File: config.mk
export PLATFORM = sky130hd
export DESIGN_NAME = hdmi_timing_pattern_gen
export DESIGN_NICKNAME = d
export VERILOG_FILES = /design/src/rtl/hdmi_timing_pattern_gen.sv
export SDC_FILE = /design/constraint.sdc
export NUM_CORES = 1
export LEC_CHECK = 0
export BUFFER_PORTS_ARGS = -buffer_cell sky130_fd_sc_hd__buf_4
export CORE_MARGIN = 2
export CORE_UTILIZATION = 60
export DETAILED_ROUTE_END_ITERATION = 6
export GPL_TIMING_DRIVEN = 0
export PLACE_DENSITY = 0.9
export REMOVE_ABC_BUFFERS = 1
export SLEW_MARGIN = 30
export SYNTH_ARGS = -nofsm -noshare
export SYNTH_HDL_FRONTEND = slang
export SYNTH_SLANG_ARGS = --single-unit
File: constraint.sdc
create_clock -name clk -period 8.09 [get_ports clk]
set_clock_uncertainty 0.05 [all_clocks]
set_input_delay 0.809 -clock clk [delete_from_list [all_inputs] [get_ports clk]]
set_output_delay 0.809 -clock clk [all_outputs]
set_load 0.02 [all_outputs]
File: src/rtl/hdmi_timing_pattern_gen.sv
// Video timing generator with four test patterns; all outputs aligned at 2 clk after the raster counters.
// No backpressure: the sink consumes one pixel every clock, and pattern changes only take effect at frame start.
module hdmi_timing_pattern_gen #(
    parameter int   H_ACTIVE = 640,
    parameter int   H_FP     = 16,
    parameter int   H_SYNC   = 96,
    parameter int   H_BP     = 48,
    parameter int   V_ACTIVE = 480,
    parameter int   V_FP     = 10,
    parameter int   V_SYNC   = 2,
    parameter int   V_BP     = 33,
    parameter logic HS_POL   = 1'b0,
    parameter logic VS_POL   = 1'b0
) (
    input  logic        clk,
    input  logic        rst,
    input  logic [1:0]  pattern_sel,
    input  logic [23:0] solid_rgb,
    output logic        hdmi_hs,
    output logic        hdmi_vs,
    output logic        hdmi_de,
    output logic [7:0]  hdmi_r,
    output logic [7:0]  hdmi_g,
    output logic [7:0]  hdmi_b,
    output logic        frame_start
);
    localparam int H_TOTAL = H_ACTIVE + H_FP + H_SYNC + H_BP;
    localparam int V_TOTAL = V_ACTIVE + V_FP + V_SYNC + V_BP;
    localparam int BAR_W   = H_ACTIVE / 8;
    localparam int HW      = $clog2(H_TOTAL);
    localparam int VW      = $clog2(V_TOTAL);
    localparam int BW      = (BAR_W > 1) ? $clog2(BAR_W) : 1;

    localparam logic [HW-1:0] H_MAX = HW'(H_TOTAL - 1);
    localparam logic [HW-1:0] H_ACT = HW'(H_ACTIVE);
    localparam logic [HW-1:0] H_SS  = HW'(H_ACTIVE + H_FP);
    localparam logic [HW-1:0] H_SE  = HW'(H_ACTIVE + H_FP + H_SYNC);
    localparam logic [VW-1:0] V_MAX = VW'(V_TOTAL - 1);
    localparam logic [VW-1:0] V_ACT = VW'(V_ACTIVE);
    localparam logic [VW-1:0] V_SS  = VW'(V_ACTIVE + V_FP);
    localparam logic [VW-1:0] V_SE  = VW'(V_ACTIVE + V_FP + V_SYNC);
    localparam logic [BW-1:0] BAR_LAST = BW'(BAR_W - 1);

    // Stage 0: raster counters and region decode
    logic [HW-1:0] h_cnt_q, h_cnt_d;
    logic [VW-1:0] v_cnt_q, v_cnt_d;
    logic          act0, hs0, vs0, sof0, y5_d;
    logic [7:0]    x8_d;
    logic [BW-1:0] bar_pix_q, bar_pix_d;
    logic [3:0]    bar_idx_q, bar_idx_d;

    // Stage 1 registers and frame-latched pattern controls
    logic          act1_q, hs1_q, vs1_q, sof1_q, y5_q;
    logic [7:0]    x8_q;
    logic [1:0]    pat_q;
    logic [23:0]   solid_q;
    logic [23:0]   rgb_d;

    always_comb begin
        h_cnt_d = h_cnt_q + 1'b1;
        v_cnt_d = v_cnt_q;
        if (h_cnt_q == H_MAX) begin
            h_cnt_d = '0;
            v_cnt_d = (v_cnt_q == V_MAX) ? '0 : v_cnt_q + 1'b1;
        end

        act0 = (h_cnt_q < H_ACT) && (v_cnt_q < V_ACT);
        hs0  = (h_cnt_q >= H_SS) && (h_cnt_q < H_SE);
        vs0  = (v_cnt_q >= V_SS) && (v_cnt_q < V_SE);
        sof0 = (h_cnt_q == '0) && (v_cnt_q == '0);
        x8_d = 8'(h_cnt_q);
        y5_d = |(v_cnt_q & VW'(32));

        // Bar position tracked incrementally; index 8 means past the last bar
        bar_pix_d = bar_pix_q + 1'b1;
        bar_idx_d = bar_idx_q;
        if (h_cnt_q == '0) begin
            bar_pix_d = '0;
            bar_idx_d = '0;
        end else if (bar_pix_q == BAR_LAST) begin
            bar_pix_d = '0;
            if (bar_idx_q != 4'd8)
                bar_idx_d = bar_idx_q + 1'b1;
        end
    end

    // Stage 2 colour selection from stage-1 state
    always_comb begin
        rgb_d = 24'h000000;
        case (pat_q)
            2'd0: begin
                case (bar_idx_q)
                    4'd0:    rgb_d = 24'hFFFFFF;
                    4'd1:    rgb_d = 24'hFFFF00;
                    4'd2:    rgb_d = 24'h00FFFF;
                    4'd3:    rgb_d = 24'h00FF00;
                    4'd4:    rgb_d = 24'hFF00FF;
                    4'd5:    rgb_d = 24'hFF0000;
                    4'd6:    rgb_d = 24'h0000FF;
                    default: rgb_d = 24'h000000;
                endcase
            end
            2'd1:    rgb_d = {x8_q, x8_q, x8_q};
            2'd2:    rgb_d = (x8_q[5] ^ y5_q) ? 24'h000000 : 24'hFFFFFF;
            default: rgb_d = solid_q;
        endcase
        if (!act1_q)
            rgb_d = 24'h000000;
    end

    always_ff @(posedge clk or posedge rst) begin
        if (rst) begin
            h_cnt_q     <= '0;
            v_cnt_q     <= '0;
            bar_pix_q   <= '0;
            bar_idx_q   <= '0;
            act1_q      <= 1'b0;
            hs1_q       <= 1'b0;
            vs1_q       <= 1'b0;
            sof1_q      <= 1'b0;
            x8_q        <= '0;
            y5_q        <= 1'b0;
            pat_q       <= '0;
            solid_q     <= '0;
            hdmi_hs     <= ~HS_POL;
            hdmi_vs     <= ~VS_POL;
            hdmi_de     <= 1'b0;
            hdmi_r      <= '0;
            hdmi_g      <= '0;
            hdmi_b      <= '0;
            frame_start <= 1'b0;
        end else begin
            h_cnt_q   <= h_cnt_d;
            v_cnt_q   <= v_cnt_d;
            bar_pix_q <= bar_pix_d;
            bar_idx_q <= bar_idx_d;
            act1_q    <= act0;
            hs1_q     <= hs0;
            vs1_q     <= vs0;
            sof1_q    <= sof0;
            x8_q      <= x8_d;
            y5_q      <= y5_d;
            // Latched as pixel (0,0) enters stage 1, so the whole frame sees one pattern
            if (sof0) begin
                pat_q   <= pattern_sel;
                solid_q <= solid_rgb;
            end
            hdmi_hs     <= hs1_q ? HS_POL : ~HS_POL;
            hdmi_vs     <= vs1_q ? VS_POL : ~VS_POL;
            hdmi_de     <= act1_q;
            frame_start <= sof1_q && act1_q;
            {hdmi_r, hdmi_g, hdmi_b} <= rgb_d;
        end
    end
endmodule

==> flow_summary.json, run 1 <==
{
  "drt_iter0_markers": 177,
  "core_area_um2": 6680,
  "layout_common_cells": "dfrtp_1, buf_4, mux2_2, o221a_2",
  "first_global_vias": 2705,
  "max_freq_mhz": 331,
  "synth_area_leader_cell": "dfrtp_1",
  "path_class": "reg2reg",
  "yosysSeqAreaShare_pct": 60.2,
  "grt_overflow": 0,
  "hold_depth": 1,
  "dpl_cell_area_um2": 4560,
  "yosysTopAreaCellShare_pct": 58.9,
  "vias_per_cell": 6.05,
  "routed_wl_um": 8250,
  "setup_tns_ns": 0,
  "p_leak_nw": 2.25,
  "slew_viol_final": 0,
  "cp_data_required_time_ns": 8.29,
  "crit_arrival_ns": 3.23,
  "final_cell_area_um2": 4780,
  "area_growth_pct": 17.3,
  "cts_buffers": 9,
  "clkLatencyLatePin_ns": 0.37,
  "finalNonFillerCells": 454,
  "cts_setup_buffers": 0,
  "yosysWarnings": 0,
  "layout-drive-gt1-share_pct": 34.8,
  "rows": 30,
  "synth_top_flop_cell": "dfrtp_1",
  "cap_violations": 0,
  "synthCells": 314,
  "reg2regPathDepth": 6,
  "wire_per_inst_um": 18.2,
  "place_inst": 438,
  "ys_top_cells_by_area": "dfrtp_1, mux2_2, o221a_2, ha_1, nand3_1",
  "firstDrtPassIters": 5,
  "cp-end-kind": "flop",
  "rsz0062_at_grt": "no",
  "drcViolationCount": 0,
  "worst_pin_slew_ns": 1.01,
  "grt_use_total_pct": 22.9,
  "vias": 2746,
  "grt_first_pass_wirelength_um": 13000,
  "fin_nets": 406,
  "fillers": 418,
  "setup_violations": 0,
  "hold_path.class": "reg2reg",
  "slew_headroom_pct": 32.4,
  "dp_hpwl_um": 5100,
  "port_buffers": 55,
  "critPathLaunchType": "flop",
  "clkTransAtPathRegs_ns": 0.09,
  "fin_util_pct": 71.6,
  "power.density_nw_per_um2": 196,
  "fp.dieH_um": 86.5,
  "root_buffer": "clkbuf_8",
  "final.min_clock_period_ns": 3.02,
  "gp_congestion": 0.773,
  "final_hold_viol_count": 0,
  "cts.sinks": 98,
  "cp_max_fo": 27,
  "post_cts_resized": 0,
  "diodes": 0,
  "ys_async_sr_fraction_pct": 100,
  "ys_types": 40,
  "initial_core_util_pct": 61.1,
  "die_w_um": 86.5,
  "status": "completed",
  "ys_ff_latch": 98,
  "layout_commonest_cell": "dfrtp_1",
  "io_pins": 56,
  "postRouteAntennaNets": 0,
  "synth_edf_count": 0,
  "vdd_drop_max_uv": 95.8,
  "antenna_found_initial": 0,
  "cts_hold_buf": 0,
  "grt_max_degree": 61,
  "htreeDepth": 3,
  "cts_buffer_depth": 2,
  "cts_tree": "done",
  "synth_area_um2": 4080,
  "period_share_pct": 37.4,
  "dieArea_um2": 7480,
  "syn-mean-instance-area_um2": 13.0
}
-- per-layer routing --
metal  GRT usage [%]  vias to the layer above  routed length (um)  part of all wire (%)
met2            40.3                       97                4400                    53
met1            27.4                     1392                3280                    40
met3            5.52                       15                 429                   5.2
met4            8.10                        0                 146                   1.8
met5               0                        -                   0                     0
li1                -                     1242                   -                     -
-- worst max-delay path, cell delays in order, from the launching register on --
cell	delay (ns)
dfrtp_1	0.45
inv_1	0.08
ha_1	0.14
or4b_1	0.50
nor4_4	0.44
and4_2	0.81
mux2_2	0.42
-- cell families after synthesis --
| logic type | after synthesis | share of synthesized area (%) |
|---|---|---|
| multiplexers | 28 | 7.67 |
| adder cells (fa/ha/maj) | 9 | 2.76 |
| XOR/XNOR | 18 | 3.86 |
| AO/OA/AOI/OAI | 52 | 11.1 |
| AND/OR/NAND/NOR | 85 | 11.6 |
| flip-flops | 98 | 60.2 |
| buffers and inverters | 24 | 2.85 |
-- final cells by class --
type	count	area, um2	area share, %
inverters	12	50.0	1.05
multi-input cells	192	1520	31.8
clock inverters	5	77.6	1.62
repair buffers	56	440	9.21
clock buffers	11	141	2.96
flip-flops and latches	98	2450	51.3
well taps	80	100	2.09
-- metrics by stage --
stage | worst slack [ns] | total power, mW | hold slack [ns]
global route | 4.96 | 0.969 | 0.323
detailed placement | 5.08 | 0.605 | 0.298
global placement | 3.73 | 0.600 | 0.299
finish | 5.07 | 0.939 | 0.310
CTS | 5.06 | 0.942 | 0.310
floorplan | 4.67 | 0.566 | 0.287
-- cells in the mapped netlist (all sizes together), types with 3 or more instances --
master / n
and3: 7
nor4: 5
nor2b: 4
mux2: 26
inv: 12
nand2: 7
o31ai: 3
a21o: 11
o221a: 24
nor3: 6
nor2: 20
ha: 9
xnor2: 8
o21ai: 10
nand3: 20
dfrtp: 96
xor2: 10
clkbuf: 8
buf: 4
nand4: 3
-- sequential cells by signal, indices dropped and copies added (netlist names), 4 cells and up --
register,count
bar_idx_q,4
bar_pix_q,7
h_cnt_q,10
hdmi_b,8
hdmi_g,8
hdmi_r,8
solid_q,24
v_cnt_q,10
x8_q,8
-- worst paths after layout --
kind / from / endpoint / slack [ns]
max in group asynchronous: rst / solid_q[22]$_DFFE_PP0P_ / 7.01
setup reg to reg: h_cnt_q[0]$_DFF_PP0_ / pat_q[0]$_DFFE_PP0P_ / 5.07
setup / recovery: h_cnt_q[0]$_DFF_PP0_ / pat_q[0]$_DFFE_PP0P_ / 5.07
hold / removal: hs1_q$_DFF_PP0_ / hdmi_hs$_DFF_PP1_ / 0.31
hold reg to reg: hs1_q$_DFF_PP0_ / hdmi_hs$_DFF_PP1_ / 0.31
min in group asynchronous: rst / v_cnt_q[8]$_DFFE_PP0N_ / 0.39
-- power breakdown --
group,internal [mW],switching [mW],total [mW]
combinational,0.0393,0.0424,0.0817
clock,0.182,0.161,0.342
sequential,0.507,0.00783,0.515
total,0.728,0.211,0.939
Power figures use the tool's default switching activity.
==> inputs of run 2 (changes only) <==
- CORE_UTILIZATION: 60 -> 57
- PLACE_DENSITY: 0.9 -> 0.86
- clock period: 8.09 -> 3.08 ns (I/O delays scaled with it)
==> run 2 against run 1 <==
Net effect: sequential share of layout area is 0.24 points lower; routed wire length down 9.4%; flip-flop and latch count unchanged; worst setup slack got worse by 4.7 ns; final cell count is 3.7% higher; highest routed layer unchanged.
==> flow_summary.json, run 2 (synthesized netlist as in run 1, its figures left out) <==
{
  "cts_setup_buffers": 0,
  "worst_pin_slew_ns": 0.915,
  "final_hold_viol_count": 0,
  "crit_arrival_ns": 2.94,
  "layout_setup_ws_ns": 0.335,
  "period_share_pct": 89.1,
  "layout_common_cells": "dfrtp_1, buf_4, mux2_2, o221a_2",
  "rsz0062_at_grt": "no",
  "drt_iter0_markers": 177,
  "setup_violations": 0,
  "cp_max_fo": 27,
  "drcViolationCount": 0,
  "cp_data_required_time_ns": 3.28,
  "top_regs": "solid_q x24, h_cnt_q x10, v_cnt_q x10",
  "cp_cell_sequence": "inv_1 > ha_1 > or4b_1 > nor4_4 > and4_4 > mux2_2",
  "vias": 2679,
  "slowest_delay_ns": 0.61,
  "crit_family": "simple AND/OR/NAND/NOR gates",
  "grt_first_pass_wirelength_um": 12400,
  "htreeDepth": 3,
  "dp_hpwl_um": 5100,
  "layout_commonest_cell": "dfrtp_1",
  "io_pins": 56,
  "clkTransAtPathRegs_ns": 0.10,
  "diodes": 0,
  "dieArea_um2": 7850,
  "critical_path.slowest_cell": "and4_4",
  "first_global_vias": 2612,
  "path_class": "reg2reg",
  "clkLatencyLatePin_ns": 0.36,
  "power_mw": 2.41,
  "status": "completed",
  "initial_core_util_pct": 59.4,
  "routed_wl_um": 7470,
  "critPathLaunchType": "flop",
  "cts.sinks": 98,
  "grt_overflow": 0,
  "cts_buffers": 9,
  "postRouteAntennaNets": 0,
  "crit_buf_inv": 1,
  "gp_congestion": 0.844,
  "fillers": 471,
  "grt_use_total_pct": 20.8,
  "die_w_um": 88.6,
  "layout-drive-gt1-share_pct": 34.9,
  "rows": 30,
  "firstDrtPassIters": 4,
  "cts_buffer_depth": 2,
  "antenna_found_initial": 0,
  "p_leak_nw": 2.24,
  "slew_viol_final": 0,
  "max_freq_mhz": 364,
  "slew_headroom_pct": 38.9,
  "cap_violations": 0,
  "fin_nets": 407,
  "seq_area_um2": 2450,
  "vias_per_cell": 5.69,
  "final.min_clock_period_ns": 2.74,
  "port_buffers": 55,
  "wire_per_inst_um": 15.9,
  "root_buffer": "clkbuf_8",
  "grt_max_degree": 61,
  "largest_register_ffs": 24,
  "core_area_um2": 6870,
  "setup_tns_ns": 0,
  "area_growth_pct": 17.8,
  "fp.dieH_um": 88.6,
  "power.density_nw_per_um2": 502,
  "vdd_drop_max_uv": 248,
  "multi_input_area_um2": 1520,
  "hold_path.class": "in2reg",
  "cts_tree": "done",
  "place_ws_ns": 0.131,
  "largest_register": "solid_q",
  "cp-end-kind": "flop"
}
[run 2: path summary, 6_finish.rpt]
| check | startpoint | end | slack [ns] | cells after the start |
|---|---|---|---|---|
| max reg2reg | h_cnt_q[0]$_DFF_PP0_ | solid_q[17]$_DFFE_PP0P_ | 0.34 | 6 |
| min in group asynchronous | rst | vs1_q$_DFF_PP0_ | 0.43 | 3 |
| max | h_cnt_q[0]$_DFF_PP0_ | solid_q[17]$_DFFE_PP0P_ | 0.34 | 6 |
| min reg2reg | hs1_q$_DFF_PP0_ | hdmi_hs$_DFF_PP1_ | 0.31 | 1 |
| max in group asynchronous | rst | hdmi_hs$_DFF_PP1_ | 1.90 | 4 |
| min | solid_rgb[2] | solid_q[2]$_DFFE_PP0P_ | 0.12 | 2 |
[run 2: final cells by class]
type | count | share of cell area (%)
inverters | 12 | 1.04
clock buffers | 10 | 2.86
multi-input cells | 192 | 31.7
well taps | 96 | 2.50
flip-flops and latches | 98 | 51.1
repair buffers | 57 | 9.37
clock inverters | 6 | 1.51
[run 2: report_power, final]
part,total (mW),internal (mW),switching [mW]
Clock,0.853,0.406,0.447
Combinational,0.211,0.104,0.108
Sequential,1.35,1.33,0.0175
[run 2: metal layers]
layer	vias up	share of wire, %	track usage, %
met5	-	0	0
met4	0	1.6	7.44
met3	11	5.5	4.38
met2	73	49	34.1
met1	1342	44	27.7
li1	1253	-	-
[run 2: worst reg2reg max path, cell delays in order (launching register included)]
cell,delay (ns)
dfrtp_1,0.44
inv_1,0.08
ha_1,0.13
or4b_1,0.49
nor4_4,0.43
and4_4,0.61
mux2_2,0.40
[run 2: through the flow]
stage | utilization, % | hold slack [ns] | std cells | instance area (um2)
after global placement | 66.1 | 0.292 | 453 | 4540
final | 70.0 | 0.116 | 471 | 4810
after global routing | 70.0 | 0.109 | 471 | 4810
after floorplan | - | 0.287 | 302 | 4010
after detailed placement | 66.7 | 0.273 | 454 | 4580
after CTS | 69.9 | 0.111 | 471 | 4800
[run 2: what timing repair did]
item | in CTS | in global routing
hold endpoints to repair | 37 | 0
setup endpoints to repair | 0 | 12
hold buffers | 1 | 0
resized for setup | 0 | 1
==> inputs of run 3 (changes only) <==
--- a/config.mk
+++ b/config.mk
@@ -14,2 +14,3 @@
 export REMOVE_ABC_BUFFERS = 1
+export SKIP_CTS_REPAIR_TIMING = 1
 export SLEW_MARGIN = 30
==> constraint.sdc (replaced) <==
create_clock -name clk -period 3.08 [get_ports clk]
set_clock_uncertainty 0.05 [all_clocks]
set_input_delay 0.462 -clock clk [delete_from_list [all_inputs] [get_ports clk]]
set_output_delay 0.462 -clock clk [all_outputs]
set_load 0.02 [all_outputs]
==> run 3 against run 2 <==
Net effect: routed wire length decreased by 0.92%; cell area decreased by 0.21%; non-clock buffer count decreased by 1; sequential share of layout area increased by 0.11 points; first-iteration DRC count decreased by 15%; worst setup slack got worse by 0.0022 ns; utilization decreased by 0.15 points; die area unchanged; count of clock-buffer cells in the layout unchanged; critical path type unchanged; largest cell class unchanged.
==> flow_summary.json, run 3 (synthesized netlist as in run 1, its figures left out) <==
{
  "slowest_delay_ns": 0.61,
  "area_growth_pct": 17.6,
  "grt_overflow": 0,
  "crit_arrival_ns": 2.94,
  "layout_common_cells": "dfrtp_1, buf_4, mux2_2, o221a_2",
  "fin_util_pct": 69.8,
  "core_area_um2": 6870,
  "rows": 30,
  "p_leak_nw": 2.23,
  "path_class": "reg2reg",
  "power_mw": 2.41,
  "dieArea_um2": 7850,
  "vdd_drop_max_uv": 243,
  "critical_path.slowest_cell": "and4_4",
  "cts_buffer_depth": 2,
  "grt_max_degree": 61,
  "cp_cell_sequence": "inv_1 > ha_1 > or4b_1 > nor4_4 > and4_4 > mux2_2",
  "cp-end-kind": "flop",
  "cts.sinks": 98,
  "antenna_found_initial": 0,
  "final.min_clock_period_ns": 2.75,
  "grt_first_pass_wirelength_um": 12400,
  "cp_max_fo": 27,
  "vias_per_cell": 5.67,
  "slew_viol_final": 0,
  "postRouteAntennaNets": 0,
  "period_share_pct": 89.2,
  "layout-drive-gt1-share_pct": 35.0,
  "setup_violations": 0,
  "max_freq_mhz": 364,
  "first_global_vias": 2612,
  "routed_wl_um": 7400,
  "status": "completed",
  "largest_register": "solid_q",
  "worst_pin_slew_ns": 0.900,
  "diodes": 0,
  "power.density_nw_per_um2": 502,
  "root_buffer": "clkbuf_8",
  "rsz0062_at_grt": "no",
  "io_pins": 56,
  "slew_headroom_pct": 39.8,
  "finalNonFillerCells": 470,
  "wire_per_inst_um": 15.7,
  "place_ws_ns": 0.131,
  "dp_hpwl_um": 5100,
  "layout_commonest_cell": "dfrtp_1",
  "cap_violations": 0,
  "critPathLaunchType": "flop",
  "top_regs": "solid_q x24, h_cnt_q x10, v_cnt_q x10",
  "initial_core_util_pct": 59.4,
  "layout_setup_ws_ns": 0.333,
  "firstDrtPassIters": 4,
  "clkLatencyLatePin_ns": 0.36,
  "cts_tree": "done",
  "largest_register_ffs": 24,
  "htreeDepth": 3,
  "drcViolationCount": 0,
  "die_w_um": 88.6,
  "clkTransAtPathRegs_ns": 0.09,
  "fin_nets": 406,
  "drt_iter0_markers": 151,
  "grt_use_total_pct": 20.8,
  "port_buffers": 55,
  "fp.dieH_um": 88.6,
  "final_hold_viol_count": 0,
  "place_inst": 454,
  "gp_congestion": 0.844,
  "cp_data_required_time_ns": 3.27,
  "vias": 2663,
  "cts_buffers": 9,
  "hold_path.class": "in2async"
}
-- run 3: cell count changes in the layout (fill, tap and decap cells not counted), sizes merged --
cell,previous run,this run
dlygate4sd3,1,0
-- run 3: metrics by stage --
stage	setup TNS, ns	hold slack [ns]	instance area (um2)
2_1_floorplan	0	0.287	4010
3_3_place_gp	-94.21	0.292	4540
3_5_place_dp	0	0.295	4580
4_1_cts	0	0.0306	4790
5_1_grt	0	0.0548	4800
6_report	0	0.0356	4800
-- run 3: metal layers --
metal / track usage, % / vias to the layer above / part of all wire (%) / routed length, um
li1: - / 1252 / - / -
met1: 27.7 / 1323 / 43 / 3210
met2: 34.1 / 79 / 50 / 3670
met3: 4.38 / 9 / 5.6 / 411
met4: 7.44 / 0 / 1.5 / 110
met5: 0 / - / 0 / 0
-- run 3: worst paths after layout --
kind	startpoint	endpoint	slack [ns]	cells after the start
max in group asynchronous	rst	hdmi_hs$_DFF_PP1_	2.29	3
hold / removal	rst	vs1_q$_DFF_PP0_	0.04	2
hold reg to reg	hs1_q$_DFF_PP0_	hdmi_hs$_DFF_PP1_	0.31	1
min in group clk	solid_rgb[6]	solid_q[6]$_DFFE_PP0P_	0.28	2
setup / recovery	h_cnt_q[0]$_DFF_PP0_	solid_q[17]$_DFFE_PP0P_	0.33	6
setup reg to reg	h_cnt_q[0]$_DFF_PP0_	solid_q[17]$_DFFE_PP0P_	0.33	6
-- run 3: layout make-up --
type                    count  area [um2]
clock buffers              10         138
clock inverters             6        72.6
fillers                   469        2070
inverters                  12        50.0
multi-input cells         192        1520
flip-flops and latches     98        2450
well taps                  96         120
repair buffers             56         440
-- run 3: critical path: cells and delay by family, from the launching register on --
| kind | cells | cell delay [ns] |
|---|---|---|
| adders and majority gates | 1 | 0.13 |
| buffers and inverters | 1 | 0.08 |
| DFF | 1 | 0.44 |
| muxes | 1 | 0.39 |
| and+or+nand+nor | 3 | 1.53 |
-- run 3: power by group --
| group | internal (mW) | switching, mW | total, mW |
|---|---|---|---|
| Combinational | 0.103 | 0.107 | 0.210 |
| Sequential | 1.33 | 0.0176 | 1.35 |
| Clock | 0.406 | 0.443 | 0.849 |
| Total | 1.84 | 0.568 | 2.41 |
